===== src/rtl/pic_pkg.sv =====
// Shared types and encodings for the interrupt sequencer.
package pic_pkg;

    // Acknowledge-cycle state of the sequencer.
    typedef enum logic [1:0] {
        IDLE = 2'd0,
        ACK1 = 2'd1,
        ACK2 = 2'd2
    } state_t;

    // OCW2 command codes carried in din[7:5].
    localparam logic [2:0] EOI_NS = 3'b001;
    localparam logic [2:0] EOI_SP = 3'b011;

    // Positions of the individual strobes in icw_wr / ocw_wr.
    localparam int ICW1_IDX = 0;
    localparam int ICW2_IDX = 1;
    localparam int ICW3_IDX = 2;
    localparam int ICW4_IDX = 3;
    localparam int OCW1_IDX = 0;
    localparam int OCW2_IDX = 1;
    localparam int OCW3_IDX = 2;

    // Field positions inside the ICW data bytes.
    localparam int IC4_BIT  = 0;
    localparam int SNGL_BIT = 1;
    localparam int LTIM_BIT = 3;
    localparam int AEOI_BIT = 1;

endpackage


===== src/rtl/interrupt_sequencer_if.sv =====
// Host/CPU-facing signal bundle of the interrupt sequencer.
interface interrupt_sequencer_if;
    logic [7:0] ir;
    logic       inta_n;
    logic [7:0] din;
    logic [3:0] icw_wr;
    logic [2:0] ocw_wr;
    logic       int_out;
    logic [7:0] dout;
    logic       dout_en;
    logic [7:0] irr;
    logic [7:0] isr;
    logic [7:0] imr;

    modport master (
        output ir, inta_n, din, icw_wr, ocw_wr,
        input  int_out, dout, dout_en, irr, isr, imr
    );

    modport slave (
        input  ir, inta_n, din, icw_wr, ocw_wr,
        output int_out, dout, dout_en, irr, isr, imr
    );
endinterface


===== src/rtl/priority_resolver.sv =====
// Fixed-priority find-first-set: bit 0 is the highest priority.
module priority_resolver (
    input  logic [7:0] vec,
    output logic       valid,
    output logic [2:0] idx
);

    // Scan from the lowest priority upward so the lowest set index wins.
    always_comb begin
        valid = 1'b0;
        idx   = 3'd0;
        for (int i = 7; i >= 0; i--) begin
            if (vec[i]) begin
                valid = 1'b1;
                idx   = i[2:0];
            end
        end
    end

endmodule


===== src/rtl/interrupt_sequencer.sv =====
// 8259-style interrupt sequencer: request/service/mask registers,
// fixed priority resolution and the 8086-mode two-pulse acknowledge.
import pic_pkg::*;

module interrupt_sequencer #(
    parameter int NUM_IR     = 8,
    parameter int SPUR_LEVEL = 7
) (
    input  logic                  clk,
    input  logic                  rst_n,
    interrupt_sequencer_if.slave  bus
);

    state_t              state, state_nxt;
    logic [NUM_IR-1:0]   irr_q, irr_nxt;
    logic [NUM_IR-1:0]   isr_q, isr_nxt;
    logic [NUM_IR-1:0]   imr_q, imr_nxt;
    logic [NUM_IR-1:0]   ir_prev;
    logic [4:0]          vec_base_q, vec_base_nxt;
    logic                ltim_q, ltim_nxt;
    logic                sngl_q, sngl_nxt;
    logic                ic4_q, ic4_nxt;
    logic                aeoi_q, aeoi_nxt;
    logic                init_done_q, init_done_nxt;
    logic                spur_q, spur_nxt;
    logic [2:0]          lvl_q, lvl_nxt;
    logic                int_q, int_nxt;
    logic [7:0]          dout_q, dout_nxt;
    logic                dout_en_q, dout_en_nxt;
    logic                inta_prev;

    logic [NUM_IR-1:0]   req;
    logic                req_v, isr_v;
    logic [2:0]          req_idx, isr_idx;
    logic                inta_fall, inta_rise, icw1;
    logic                unused_ocw3;

    assign req       = irr_q & ~imr_q;
    assign inta_fall = inta_prev & ~bus.inta_n;
    assign inta_rise = ~inta_prev & bus.inta_n;
    assign icw1      = bus.icw_wr[ICW1_IDX];

    // OCW3 (read-select / poll) has no effect inside this block.
    assign unused_ocw3 = bus.ocw_wr[OCW3_IDX];

    priority_resolver u_req_res (
        .vec   (req),
        .valid (req_v),
        .idx   (req_idx)
    );

    priority_resolver u_isr_res (
        .vec   (isr_q),
        .valid (isr_v),
        .idx   (isr_idx)
    );

    // Register all sequencer state; reset leaves every line masked.
    always_ff @(posedge clk or negedge rst_n) begin
        if (!rst_n) begin
            state       <= IDLE;
            irr_q       <= '0;
            isr_q       <= '0;
            imr_q       <= '1;
            ir_prev     <= '0;
            vec_base_q  <= '0;
            ltim_q      <= 1'b0;
            sngl_q      <= 1'b0;
            ic4_q       <= 1'b0;
            aeoi_q      <= 1'b0;
            init_done_q <= 1'b0;
            spur_q      <= 1'b0;
            lvl_q       <= '0;
            int_q       <= 1'b0;
            dout_q      <= '0;
            dout_en_q   <= 1'b0;
            inta_prev   <= 1'b1;
        end else begin
            state       <= state_nxt;
            irr_q       <= irr_nxt;
            isr_q       <= isr_nxt;
            imr_q       <= imr_nxt;
            ir_prev     <= bus.ir;
            vec_base_q  <= vec_base_nxt;
            ltim_q      <= ltim_nxt;
            sngl_q      <= sngl_nxt;
            ic4_q       <= ic4_nxt;
            aeoi_q      <= aeoi_nxt;
            init_done_q <= init_done_nxt;
            spur_q      <= spur_nxt;
            lvl_q       <= lvl_nxt;
            int_q       <= int_nxt;
            dout_q      <= dout_nxt;
            dout_en_q   <= dout_en_nxt;
            inta_prev   <= bus.inta_n;
        end
    end

    // Next-state: configuration writes, EOI, IRR sampling and the INTA sequence.
    // EOI is applied before the first-INTA set so both can land in one cycle.
    always_comb begin
        state_nxt     = state;
        isr_nxt       = isr_q;
        imr_nxt       = imr_q;
        vec_base_nxt  = vec_base_q;
        ltim_nxt      = ltim_q;
        sngl_nxt      = sngl_q;
        ic4_nxt       = ic4_q;
        aeoi_nxt      = aeoi_q;
        init_done_nxt = init_done_q;
        spur_nxt      = spur_q;
        lvl_nxt       = lvl_q;
        dout_nxt      = dout_q;
        dout_en_nxt   = dout_en_q;

        if (ltim_q) begin
            irr_nxt = bus.ir;
        end else begin
            irr_nxt = (irr_q | (bus.ir & ~ir_prev)) & bus.ir;
        end

        if (icw1) begin
            ltim_nxt      = bus.din[LTIM_BIT];
            sngl_nxt      = bus.din[SNGL_BIT];
            ic4_nxt       = bus.din[IC4_BIT];
            isr_nxt       = '0;
            imr_nxt       = '0;
            state_nxt     = IDLE;
            init_done_nxt = 1'b0;
            dout_en_nxt   = 1'b0;
        end else begin
            if (bus.icw_wr[ICW2_IDX]) begin
                vec_base_nxt = bus.din[7:3];
                if (sngl_q && !ic4_q) init_done_nxt = 1'b1;
            end
            if (bus.icw_wr[ICW3_IDX] && !ic4_q) begin
                init_done_nxt = 1'b1;
            end
            if (bus.icw_wr[ICW4_IDX]) begin
                aeoi_nxt      = bus.din[AEOI_BIT];
                init_done_nxt = 1'b1;
            end

            if (bus.ocw_wr[OCW1_IDX]) begin
                imr_nxt = bus.din;
            end
            if (bus.ocw_wr[OCW2_IDX]) begin
                if (bus.din[7:5] == EOI_NS) begin
                    if (isr_v) isr_nxt[isr_idx] = 1'b0;
                end else if (bus.din[7:5] == EOI_SP) begin
                    isr_nxt[bus.din[2:0]] = 1'b0;
                end
            end

            case (state)
                IDLE: begin
                    if (inta_fall) begin
                        state_nxt = ACK1;
                        if (req_v) begin
                            lvl_nxt           = req_idx;
                            spur_nxt          = 1'b0;
                            isr_nxt[req_idx]  = 1'b1;
                            irr_nxt[req_idx]  = 1'b0;
                        end else begin
                            lvl_nxt  = 3'(SPUR_LEVEL);
                            spur_nxt = 1'b1;
                        end
                    end
                end
                ACK1: begin
                    if (inta_fall) begin
                        state_nxt   = ACK2;
                        dout_nxt    = {vec_base_q, lvl_q};
                        dout_en_nxt = 1'b1;
                    end
                end
                ACK2: begin
                    if (inta_rise) begin
                        state_nxt   = IDLE;
                        dout_en_nxt = 1'b0;
                        if (aeoi_q && !spur_q) isr_nxt[lvl_q] = 1'b0;
                    end
                end
                default: state_nxt = IDLE;
            endcase
        end

        // Request only when idle and the winner outranks everything in service.
        int_nxt = init_done_q && (state == IDLE) && !inta_fall && !icw1 &&
                  req_v && (!isr_v || (req_idx < isr_idx));
    end

    assign bus.int_out = int_q;
    assign bus.dout    = dout_q;
    assign bus.dout_en = dout_en_q;
    assign bus.irr     = irr_q;
    assign bus.isr     = isr_q;
    assign bus.imr     = imr_q;

endmodule


===== src/flat_wrapper.sv =====
// flat-port wrapper written by rule: the top's interface ports become plain ports
module interrupt_sequencer_flat 
#(
    parameter int NUM_IR     = 8,
    parameter int SPUR_LEVEL = 7
)
  (clk, rst_n, bus_ir, bus_inta_n, bus_din, bus_icw_wr, bus_ocw_wr, bus_int_out, bus_dout, bus_dout_en, bus_irr, bus_isr, bus_imr);
  interrupt_sequencer_if bus_i ();
  input  logic clk;
  input  logic rst_n;
  input wire logic [$bits(bus_i.ir)-1:0] bus_ir;
  input wire logic [$bits(bus_i.inta_n)-1:0] bus_inta_n;
  input wire logic [$bits(bus_i.din)-1:0] bus_din;
  input wire logic [$bits(bus_i.icw_wr)-1:0] bus_icw_wr;
  input wire logic [$bits(bus_i.ocw_wr)-1:0] bus_ocw_wr;
  output wire logic [$bits(bus_i.int_out)-1:0] bus_int_out;
  output wire logic [$bits(bus_i.dout)-1:0] bus_dout;
  output wire logic [$bits(bus_i.dout_en)-1:0] bus_dout_en;
  output wire logic [$bits(bus_i.irr)-1:0] bus_irr;
  output wire logic [$bits(bus_i.isr)-1:0] bus_isr;
  output wire logic [$bits(bus_i.imr)-1:0] bus_imr;
  assign bus_i.ir = bus_ir;
  assign bus_i.inta_n = bus_inta_n;
  assign bus_i.din = bus_din;
  assign bus_i.icw_wr = bus_icw_wr;
  assign bus_i.ocw_wr = bus_ocw_wr;
  assign bus_int_out = bus_i.int_out;
  assign bus_dout = bus_i.dout;
  assign bus_dout_en = bus_i.dout_en;
  assign bus_irr = bus_i.irr;
  assign bus_isr = bus_i.isr;
  assign bus_imr = bus_i.imr;
  interrupt_sequencer #(.NUM_IR(NUM_IR), .SPUR_LEVEL(SPUR_LEVEL)) u_core (.clk(clk), .rst_n(rst_n), .bus(bus_i));
endmodule

===== config.mk =====
export PLATFORM = sky130hd
export DESIGN_NAME = interrupt_sequencer_flat
export DESIGN_NICKNAME = d
export VERILOG_FILES = /design/src/rtl/pic_pkg.sv /design/src/rtl/interrupt_sequencer_if.sv /design/src/rtl/priority_resolver.sv /design/src/rtl/interrupt_sequencer.sv /design/src/flat_wrapper.sv
export SDC_FILE = /design/constraint.sdc
export NUM_CORES = 1
export LEC_CHECK = 0
export BUFFER_PORTS_ARGS = -buffer_cell sky130_fd_sc_hd__buf_2
export CAP_MARGIN = 25
export CORE_MARGIN = 1.5
export CORE_UTILIZATION = 29
export CTS_CLUSTER_SIZE = 10
export DETAILED_ROUTE_END_ITERATION = 7
export MAX_ROUTING_LAYER = met4
export PLACE_DENSITY = 0.57
export SLEW_MARGIN = 20
export SYNTH_ARGS = -nofsm -noshare
export SYNTH_HDL_FRONTEND = slang
export SYNTH_SLANG_ARGS = --single-unit

===== constraint.sdc =====
create_clock -name clk -period 1.7 [get_ports clk]
set_clock_uncertainty 0.1 [all_clocks]
set_input_delay 0.34 -clock clk [delete_from_list [all_inputs] [get_ports clk]]
set_output_delay 0.34 -clock clk [all_outputs]
set_load 0.02 [all_outputs]

# ---- Word-level counts from Yosys, hierarchy flattened
# Cells that the tools add are included.
dict set report word_totals {
  regBits 59
  output_inout_bits 34
  in_bits 26
}
dict set report op_classes {
  n_mux 74
  reduce_logical 30
  n_lt_le_gt_ge 9
  n_eq_ne 7
  bitwise_logic 20
}
# cell count
set ops {}
lappend ops {{8-bit 2-to-1 mux} 17}
lappend ops {{8-bit bitwise AND} 7}
lappend ops {{3-bit 2-to-1 mux} 17}
lappend ops {{8-bit NOT} 6}
lappend ops {{1-bit 2-to-1 mux} 29}
lappend ops {{3-bit by 4-bit < comparator with 1-bit output (second input constant)} 4}
lappend ops {{8-bit bitwise OR} 2}
lappend ops {{8-bit one-hot mux with 2 select lines} 1}
lappend ops {{1-bit demux with 3-bit select} 4}
lappend ops {{3-bit by 1-bit greater-or-equal comparator with 1-bit output (second input constant)} 4}
lappend ops {{1-bit logical AND} 12}
lappend ops {{3-bit AND reduction} 4}
lappend ops {{3-bit by 2-bit != test with 1-bit output (second input constant)} 3}
lappend ops {{2-bit 2-to-1 mux} 4}
lappend ops {{4-bit nonzero test} 2}
lappend ops {{2-bit one-hot mux with 3 select lines} 1}
lappend ops {{2-bit AND reduction} 3}
lappend ops {{1-bit zero test} 5}
lappend ops {{3-bit by 1-bit == test with 1-bit output (second input constant)} 1}
lappend ops {{3-bit by 2-bit == test with 1-bit output (second input constant)} 1}
lappend ops {{3-bit < comparator} 1}
lappend ops {{1-bit NOT} 3}
lappend ops {{3-bit nonzero test} 1}
lappend ops {{1-bit bitwise AND} 2}
lappend ops {{6 further kinds} 6}

# ---- Longest topological paths before layout
# Gate-level depths: netlist of the first run.
dict set report depth {
  word_depth 23
  mapped_depth 9
  mapped_depth_nobuf 9
}

# ---- Cells and area by module
# Synthesis of the first run repeated with hierarchy kept, for this count alone.
dict set report unflattened {
  hier_cells 261
  area_unflattened_um2 2829.0
}
# mod cells_each n_inst area_per_inst_um2
set modules_own_cells {}
lappend modules_own_cells {interrupt_sequencer 235 1 2668.8}
lappend modules_own_cells {priority_resolver 13 2 80.1}

# ---- Worst setup path before layout of the first run
# OpenSTA, ideal clock, no wires.
dict set report synth_timing {
  path_kind {reg2reg}
  startpoint {register u_core.imr_q[3] (netlist: u_core.bus.imr[3])}
  endpoint {register u_core.int_q (netlist: u_core.bus.int_out)}
  period_less_slack_ns 1.900
  path_slack_ns -0.200
  arrival_time_ns 1.714
  stages_incl_launch_ff 10
  cell_sequence {dfstp_2 > nand2b_1 > nand2_1 > a21oi_1 > nor2_1 > ha_1 > o21a_1 > o21ai_0 > a31oi_1 > nor3_1}
}
dict set report synth_between {
  elab_chain_cells 9
}
# item line
set synth_rtl {}
lappend synth_rtl {{from (decl)} interrupt_sequencer.sv:17} ;# logic [NUM_IR-1:0] imr_q, imr_nxt;
lappend synth_rtl {{from (signal assigned)} interrupt_sequencer.sv:82} ;# imr_q <= imr_nxt;
lappend synth_rtl {{8-bit NOT *} interrupt_sequencer.sv:38} ;# assign req = irr_q & ~imr_q;
lappend synth_rtl {{8-bit bitwise AND *} interrupt_sequencer.sv:38}
lappend synth_rtl {{3-bit 2-to-1 mux (4 in a row)} priority_resolver.sv:13} ;# if (vec[i]) begin
lappend synth_rtl {{3-bit < comparator} interrupt_sequencer.sv:190} ;# req_v && (!isr_v || (req_idx < isr_idx));
lappend synth_rtl {{1-bit logical OR} interrupt_sequencer.sv:190}
lappend synth_rtl {{1-bit logical AND *} interrupt_sequencer.sv:190}
lappend synth_rtl {{named net u_core.int_nxt} interrupt_sequencer.sv:27} ;# logic int_q, int_nxt;
lappend synth_rtl {{to (signal assigned)} interrupt_sequencer.sv:92} ;# int_q <= int_nxt;
lappend synth_rtl {{to (decl)} interrupt_sequencer.sv:27}
# The timed path passes the listed nets; every way through them passes the cells marked *.
# A chain may end at the register's enable or synchronous reset.

# ---- Worst setup path after layout of the first run
dict set report layout_timing {
  startpoint {register u_core.imr_q[7] (netlist: u_core.bus.imr[7])}
  endpoint {register u_core.int_q (netlist: u_core.bus.int_out)}
}
dict set report layout_between {
  elab_chain_cells 13
}
# item line
set layout_rtl {}
lappend layout_rtl {{8-bit NOT *} interrupt_sequencer.sv:38}
lappend layout_rtl {{8-bit bitwise AND *} interrupt_sequencer.sv:38}
lappend layout_rtl {{3-bit 2-to-1 mux (8 in a row)} priority_resolver.sv:13}
lappend layout_rtl {{3-bit < comparator} interrupt_sequencer.sv:190}
lappend layout_rtl {{1-bit logical OR} interrupt_sequencer.sv:190}
lappend layout_rtl {{1-bit logical AND *} interrupt_sequencer.sv:190}
lappend layout_rtl {{named net u_core.int_nxt} interrupt_sequencer.sv:27}
# Marks and branches as above.

==> results of run 1 <==
## synthesized netlist by cell type, drive strengths merged (5+ instances only)
library cell and n:
nor3 14, buf 8, o21ai 10, nor4 5, mux2 18, dfrtp 50, clkbuf 5, inv 6
mux2i 8, a21oi 9, nor2 41, nand2b 12, nor2b 7, dfstp 9, nand2 24, nand3 10
## placed cells by master (no fill, tap or decap), drive strengths merged, types with 10 or more instances in the layout
cell type  instances
buf              139
dfrtp             50
nor2              41
nand2             24
mux2              18
nor3              14
clkbuf            13
nand2b            12
o21ai             10
nand3             10
## power by group through the flow
| stage | Sequential (mW) | Combinational, mW | Clock [mW] |
|---|---|---|---|
| 3_5_place_dp | 1.72 | 0.975 | 0 |
| 4_1_cts | 1.70 | 1.03 | 1.59 |
| 6_report | 1.70 | 1.10 | 1.56 |
| 3_3_place_gp | 1.72 | 0.968 | 0 |
| 5_1_grt | 1.72 | 1.19 | 1.65 |
| 2_1_floorplan | 1.83 | 0.417 | 0 |
## cell type report
type / count / share of cell area [%]
Timing Repair Buffer: 141 / 21.55
Tap cell: 133 / 3.698
Inverter: 6 / 0.5004
Sequential cell: 59 / 33.06
Clock inverter: 3 / 1.501
Clock buffer: 13 / 3.976
Multi-Input combinational cell: 208 / 35.72
## routing by layer
| layer | global-route usage (%) | vias to the layer above | routed length, µm |
|---|---|---|---|
| met1 | 22.50 | 1325 | 3868 |
| met4 | 5.301 | 0 | 87 |
| met5 | - | - | 0 |
| met3 | 3.629 | 10 | 432 |
| met2 | 28.51 | 64 | 4230 |
| li1 | - | 1303 | - |
## worst paths after layout
check | end
worst max-delay path | u_core.bus.int_out$_DFF_PN0_
worst min-delay path | u_core.ir_prev[7]$_DFF_PN0_
worst max register to register | u_core.bus.int_out$_DFF_PN0_
worst min register to register | u_core.bus.irr[7]$_DFF_PN0_
max in group asynchronous | u_core.bus.imr[1]$_DFFE_PN1P_
min in group asynchronous | u_core.ir_prev[6]$_DFF_PN0_
## cell families (layout without fill, tap and decap cells)
kind of cell    Yosys count  after routing  synth area share [%]
simple gates            138            138                 24.79
compound gates           41             41                 9.546
fa+ha+maj                 2              2                0.8560
mux                      26             26                 10.70
buf+inv                  19            163                 2.911
xor+xnor                  1              1                0.2997
flops                    59             59                 50.90
## state kept, by name, summed over array words and instances (netlist names), 2 cells and up
signal,cells
u_core.bus.dout,8
u_core.bus.imr,8
u_core.bus.irr,8
u_core.bus.isr,8
u_core.ir_prev,8
u_core.vec_base_q,5
u_core.lvl_q,3
u_core.state,2
## critical path, delay by kind of cell, from the launching register on
kind | cells | cell delay (ns)
AOI/OAI and AO/OA | 4 | 0.45
adders and majority gates | 1 | 0.27
DFF | 1 | 0.55
and+or+nand+nor | 4 | 0.47
## what timing repair did
item | 4_1_cts | 5_1_grt
pin swaps | 15 | 10
buffers inserted | 2 | 7
hold buffers | 1 | 1
endpoints found under the setup margin | 22 | 24
resized for setup | 21 | 26
hold endpoints to repair | 13 | 1
==> flow_summary.json, run 1 <==
{
  "status": "finished with violations",
  "violations": "negative setup slack",
  "setup_viol": 24,
  "antenna_left": 0,
  "grt_pass1_vias": 2757,
  "p_total_mw": 4.356,
  "seqPwrFrac_pct": 39.0,
  "synth_nets": 314,
  "synth-edff-count": 0,
  "placed_cells": 536,
  "drt-total-wl_mm": 8.619,
  "timing.hold.ws_ns": 0.01451,
  "synth_top_area_cell": "dfrtp_1",
  "worstPathMaxFanout": 3,
  "postLayoutCoreUtil_pct": 46.04,
  "postLayoutCellArea_um2": 4501,
  "reg2reg_setup_slack_ns": -0.24,
  "clk_latency_ns": 0.34,
  "drc_errors": 0,
  "wl_per_cell_um": 15.31,
  "switching_power_mw": 1.249,
  "antenna_found_initial": 0,
  "root_buffer": "clkbuf_8",
  "place_hpwl_mm": 6.626,
  "synthCells": 286,
  "grt_pass1_wl_mm": 13.61,
  "setup.worst_path.start": "u_core.bus.imr[7]$_DFFE_PN1P_",
  "num_vias": 2702,
  "cts_tree": "done",
  "synth_cell_types": 52,
  "finalHoldViolCount": 0,
  "dieHeight_um": 103.4,
  "criticalPathCategory": "flop to flop",
  "ys_ff_latch": 59,
  "syn_area_um2": 2923,
  "critPathLaunchType": "flop",
  "clock_sinks": 59,
  "placed_area_um2": 3928,
  "vdd_drop_max_mv": 0.4589,
  "fmax_mhz": 514.6,
  "syn_avg_cell_area_um2": 10.22,
  "layout-drive-gt1-share_pct": 52.33,
  "seq_area_frac_synth_pct": 50.90,
  "min_path_cells": 1,
  "clkPwrFrac_pct": 35.7,
  "regArea_um2": 1488,
  "synth_top_area_share_pct": 42.81,
  "p_int_mw": 3.107,
  "syn_to_final_growth_pct": 53.98,
  "rsz0062_at_grt": "yes",
  "port-buffer-count": 58,
  "async_reset_ff_share_pct": 100.0,
  "start_util_pct": 29.90,
  "place_congestion": 0.8724,
  "ys.flop_type": "dfrtp_1",
  "dieWidth_um": 103.4,
  "stdcell_count": 563,
  "hp-class": "input pin to flop",
  "worstPathRequired_ns": 1.85,
  "crit_slowest_cell": "dfstp_2",
  "worst_pin_slew_ns": 0.4548,
  "crit_chain": "nand2b_4 -> nand2_4 -> a21oi_2 -> nor2_1 -> ha_1 -> o21a_1 -> o21ai_1 -> a31oi_1 -> nor3_1",
  "die_area_um2": 10690,
  "slew_violations": 0,
  "hold_path_startpoint": "bus_ir[7]",
  "yosys_warnings": 0,
  "cts_made_buffers": 9,
  "max_stage_delay_ns": 0.55,
  "multiInputGateArea_um2": 1608,
  "max_slew_margin_pct": 69.42,
  "num_io_pins": 60,
  "clk_path_buf_depth": 2,
  "drtPass1Iterations": 4,
  "vias_per_cell": 4.799,
  "n_antenna_cell": 0,
  "comb_power_share_pct": 25.2,
  "core_region_area_um2": 9774,
  "synthTopCellsByArea": "dfrtp_1, dfstp_2, nor2_1, mux2_4, mux2_2",
  "leakage_nw": 2.097,
  "p_sw_share_pct": 28.67,
  "cts.htree.levels": 3,
  "nNetsFinal": 453,
  "path_clk_slew_ns": 0.07,
  "crit-reg2reg-launch": "u_core.bus.imr[7]$_DFFE_PN1P_",
  "fin_ws_ns": -0.2432,
  "setup_tns_ns": -1.961,
  "fillers": 964,
  "pre_cts_ws_ns": -0.2786,
  "grt_usage_pct": 17.70,
  "grt-ovfl-total": 0,
  "powerDensity_nw_per_um2": 967.9,
  "reg2regPathDepth": 9,
  "drv_cap": 0,
  "grt_max_degree": 25,
  "rows": 36,
  "first_iter_violations": 137,
  "layout_min_cycle_time_ns": 1.943,
  "fin_crit_sh_pct": 114.3,
  "worstPathArrival_ns": 2.10,
  "cp-end-kind": "flop"
}
Power figures use the tool's default switching activity.
==> run 2: changes to the inputs <==
--- a/config.mk
+++ b/config.mk
@@ -12,7 +12,7 @@
 export CTS_CLUSTER_SIZE = 10
 export DETAILED_ROUTE_END_ITERATION = 7
 export MAX_ROUTING_LAYER = met4
-export PLACE_DENSITY = 0.57
+export PLACE_DENSITY = 0.56
 export SLEW_MARGIN = 20
 export SYNTH_ARGS = -nofsm -noshare
 export SYNTH_HDL_FRONTEND = slang
==> constraint.sdc (replaced) <==
create_clock -name clk -period 2.2 [get_ports clk]
set_clock_uncertainty 0.1 [all_clocks]
set_input_delay 0.44 -clock clk [delete_from_list [all_inputs] [get_ports clk]]
set_output_delay 0.44 -clock clk [all_outputs]
set_load 0.02 [all_outputs]
==> run 2 against run 1 <==
  * The run now ends clean
  * Final area fell by 17%
  * Global-route usage is 1.3 points lower
  * Critical path type unchanged
  * Critical path depth fell by 1
  * Wire length fell by 9.4%
  * Core utilization fell by 7.7 points
  * Register-to-register slack gained 0.39 ns
  * Worst setup slack gained 0.39 ns
  * Highest routed layer unchanged
  * Sequential power fell by 22%
  * Fmax down 5.2%
  * Largest power group unchanged
  * Total power fell by 25%
  * Largest cell class is now registers
  * Via count down 8.8%
==> flow_summary.json, run 2 (synthesis results as in run 1) <==
{
  "cts_made_buffers": 9,
  "cts_tree": "done",
  "max_slew_margin_pct": 61.58,
  "num_vias": 2465,
  "setup.worst_path.start": "u_core.bus.isr[6]$_DFF_PN0_",
  "antenna_left": 0,
  "grt-ovfl-total": 0,
  "place_hpwl_mm": 5.908,
  "clk_latency_ns": 0.34,
  "antenna_found_initial": 0,
  "cp-end-kind": "flop",
  "worstPathArrival_ns": 2.20,
  "fin_crit_sh_pct": 93.19,
  "dieWidth_um": 103.4,
  "hold_path_startpoint": "bus_inta_n",
  "place_congestion": 0.9158,
  "layout_common_cells": "buf_2, dfrtp_1, nor2_1",
  "setup_tns_ns": 0,
  "vias_per_cell": 4.950,
  "path_common_cell": "nor3_1",
  "cp_top_family": "compound AO/OA/AOI/OAI gates",
  "n_antenna_cell": 0,
  "critPathLaunchType": "flop",
  "powerDensity_nw_per_um2": 872.6,
  "criticalPathCategory": "flop to flop",
  "worst_pin_slew_ns": 0.5700,
  "die_area_um2": 10690,
  "first_iter_violations": 106,
  "crit-reg2reg-launch": "u_core.bus.isr[6]$_DFF_PN0_",
  "drtPass1Iterations": 4,
  "max_stage_delay_ns": 0.41,
  "setup_viol": 0,
  "vdd_drop_max_mv": 0.3142,
  "p_total_mw": 3.273,
  "crit_slowest_cell": "dfrtp_1",
  "worstPathRequired_ns": 2.35,
  "layout-drive-gt1-share_pct": 35.34,
  "rows": 36,
  "cts.htree.levels": 3,
  "worstPathMaxFanout": 4,
  "layout_min_cycle_time_ns": 2.050,
  "nNetsFinal": 388,
  "root_buffer": "clkbuf_8",
  "path_clk_slew_ns": 0.07,
  "grt_pass1_wl_mm": 12.55,
  "reg2reg_setup_slack_ns": 0.15,
  "start_util_pct": 29.90,
  "crit_chain": "nor2_1 -> nor3_1 -> o31ai_1 -> ha_1 -> o21a_1 -> o21ai_1 -> a31oi_1 -> nor3_1",
  "syn_to_final_growth_pct": 28.34,
  "grt_usage_pct": 16.43,
  "wl_per_cell_um": 15.68,
  "grt_max_degree": 37,
  "finalHoldViolCount": 0,
  "core_region_area_um2": 9774,
  "drt-total-wl_mm": 7.809,
  "num_io_pins": 60,
  "clock_sinks": 59,
  "rsz0062_at_grt": "no",
  "slew_violations": 0,
  "grt_pass1_vias": 2400,
  "final_common_cell": "buf_2",
  "port-buffer-count": 58,
  "crit_buf_inv": 0,
  "drv_cap": 0,
  "fmax_mhz": 487.8,
  "leakage_nw": 1.724,
  "clk_path_buf_depth": 2,
  "status": "completed",
  "hp-class": "input pin to flop",
  "drc_errors": 0,
  "dieHeight_um": 103.4
}
[run 2: routing by layer]
metal  global-route usage (%)  wire length [µm]
met5                        -                 0
met4                    5.821               130
met3                    4.099               517
met2                    22.57              3324
met1                    23.34              3837
[run 2: area by class of cell]
| type | count | area, µm² |
|---|---|---|
| fillers | 1006 | 6023 |
| well taps | 133 | 166.4 |
| multi-input cells | 208 | 1370 |
| inverters | 6 | 22.52 |
| clock buffers | 9 | 123.9 |
| clock inverters | 7 | 140.1 |
| flip-flops and latches | 59 | 1488 |
| repair buffers | 76 | 440.4 |
[run 2: final timing paths]
kind | end | depth (start not counted)
worst max register to register | u_core.bus.int_out$_DFF_PN0_ | 8
worst max-delay path | u_core.bus.int_out$_DFF_PN0_ | 8
worst min-delay path | u_core.inta_prev$_DFF_PN1_ | 1
max in group asynchronous | u_core.bus.imr[6]$_DFFE_PN1P_ | 3
worst min register to register | u_core.bus.irr[2]$_DFF_PN0_ | 3
min in group asynchronous | u_core.vec_base_q[0]$_DFFE_PN0P_ | 2
[run 2: power by group]
group	switching (mW)	internal, mW
registers	0.105	1.22
logic	0.345	0.280
clock network	0.459	0.865
[run 2: timing repair]
action                                 in CTS  in global routing
resized for setup                           0                  5
buffers inserted                            0                  4
endpoints found under the hold margin      13                  0
hold buffers                                1                  0
setup endpoints to repair                   0                  1
[run 2: metrics by stage]
step / setup slack (ns) / utilization (%) / instance area (µm²) / instances / hold WS, ns
floorplan: 0.3002 / - / 2923 / 286 / 0.04441
global placement: 0.1817 / 35.06 / 3427 / 477 / 0.3680
detailed placement: 0.1553 / 35.06 / 3427 / 477 / 0.3707
CTS: 0.1373 / 37.86 / 3701 / 494 / 0.1043
global route: 0.02467 / 38.38 / 3751 / 498 / 0.1016
finish: 0.1499 / 38.38 / 3751 / 498 / 0.1205
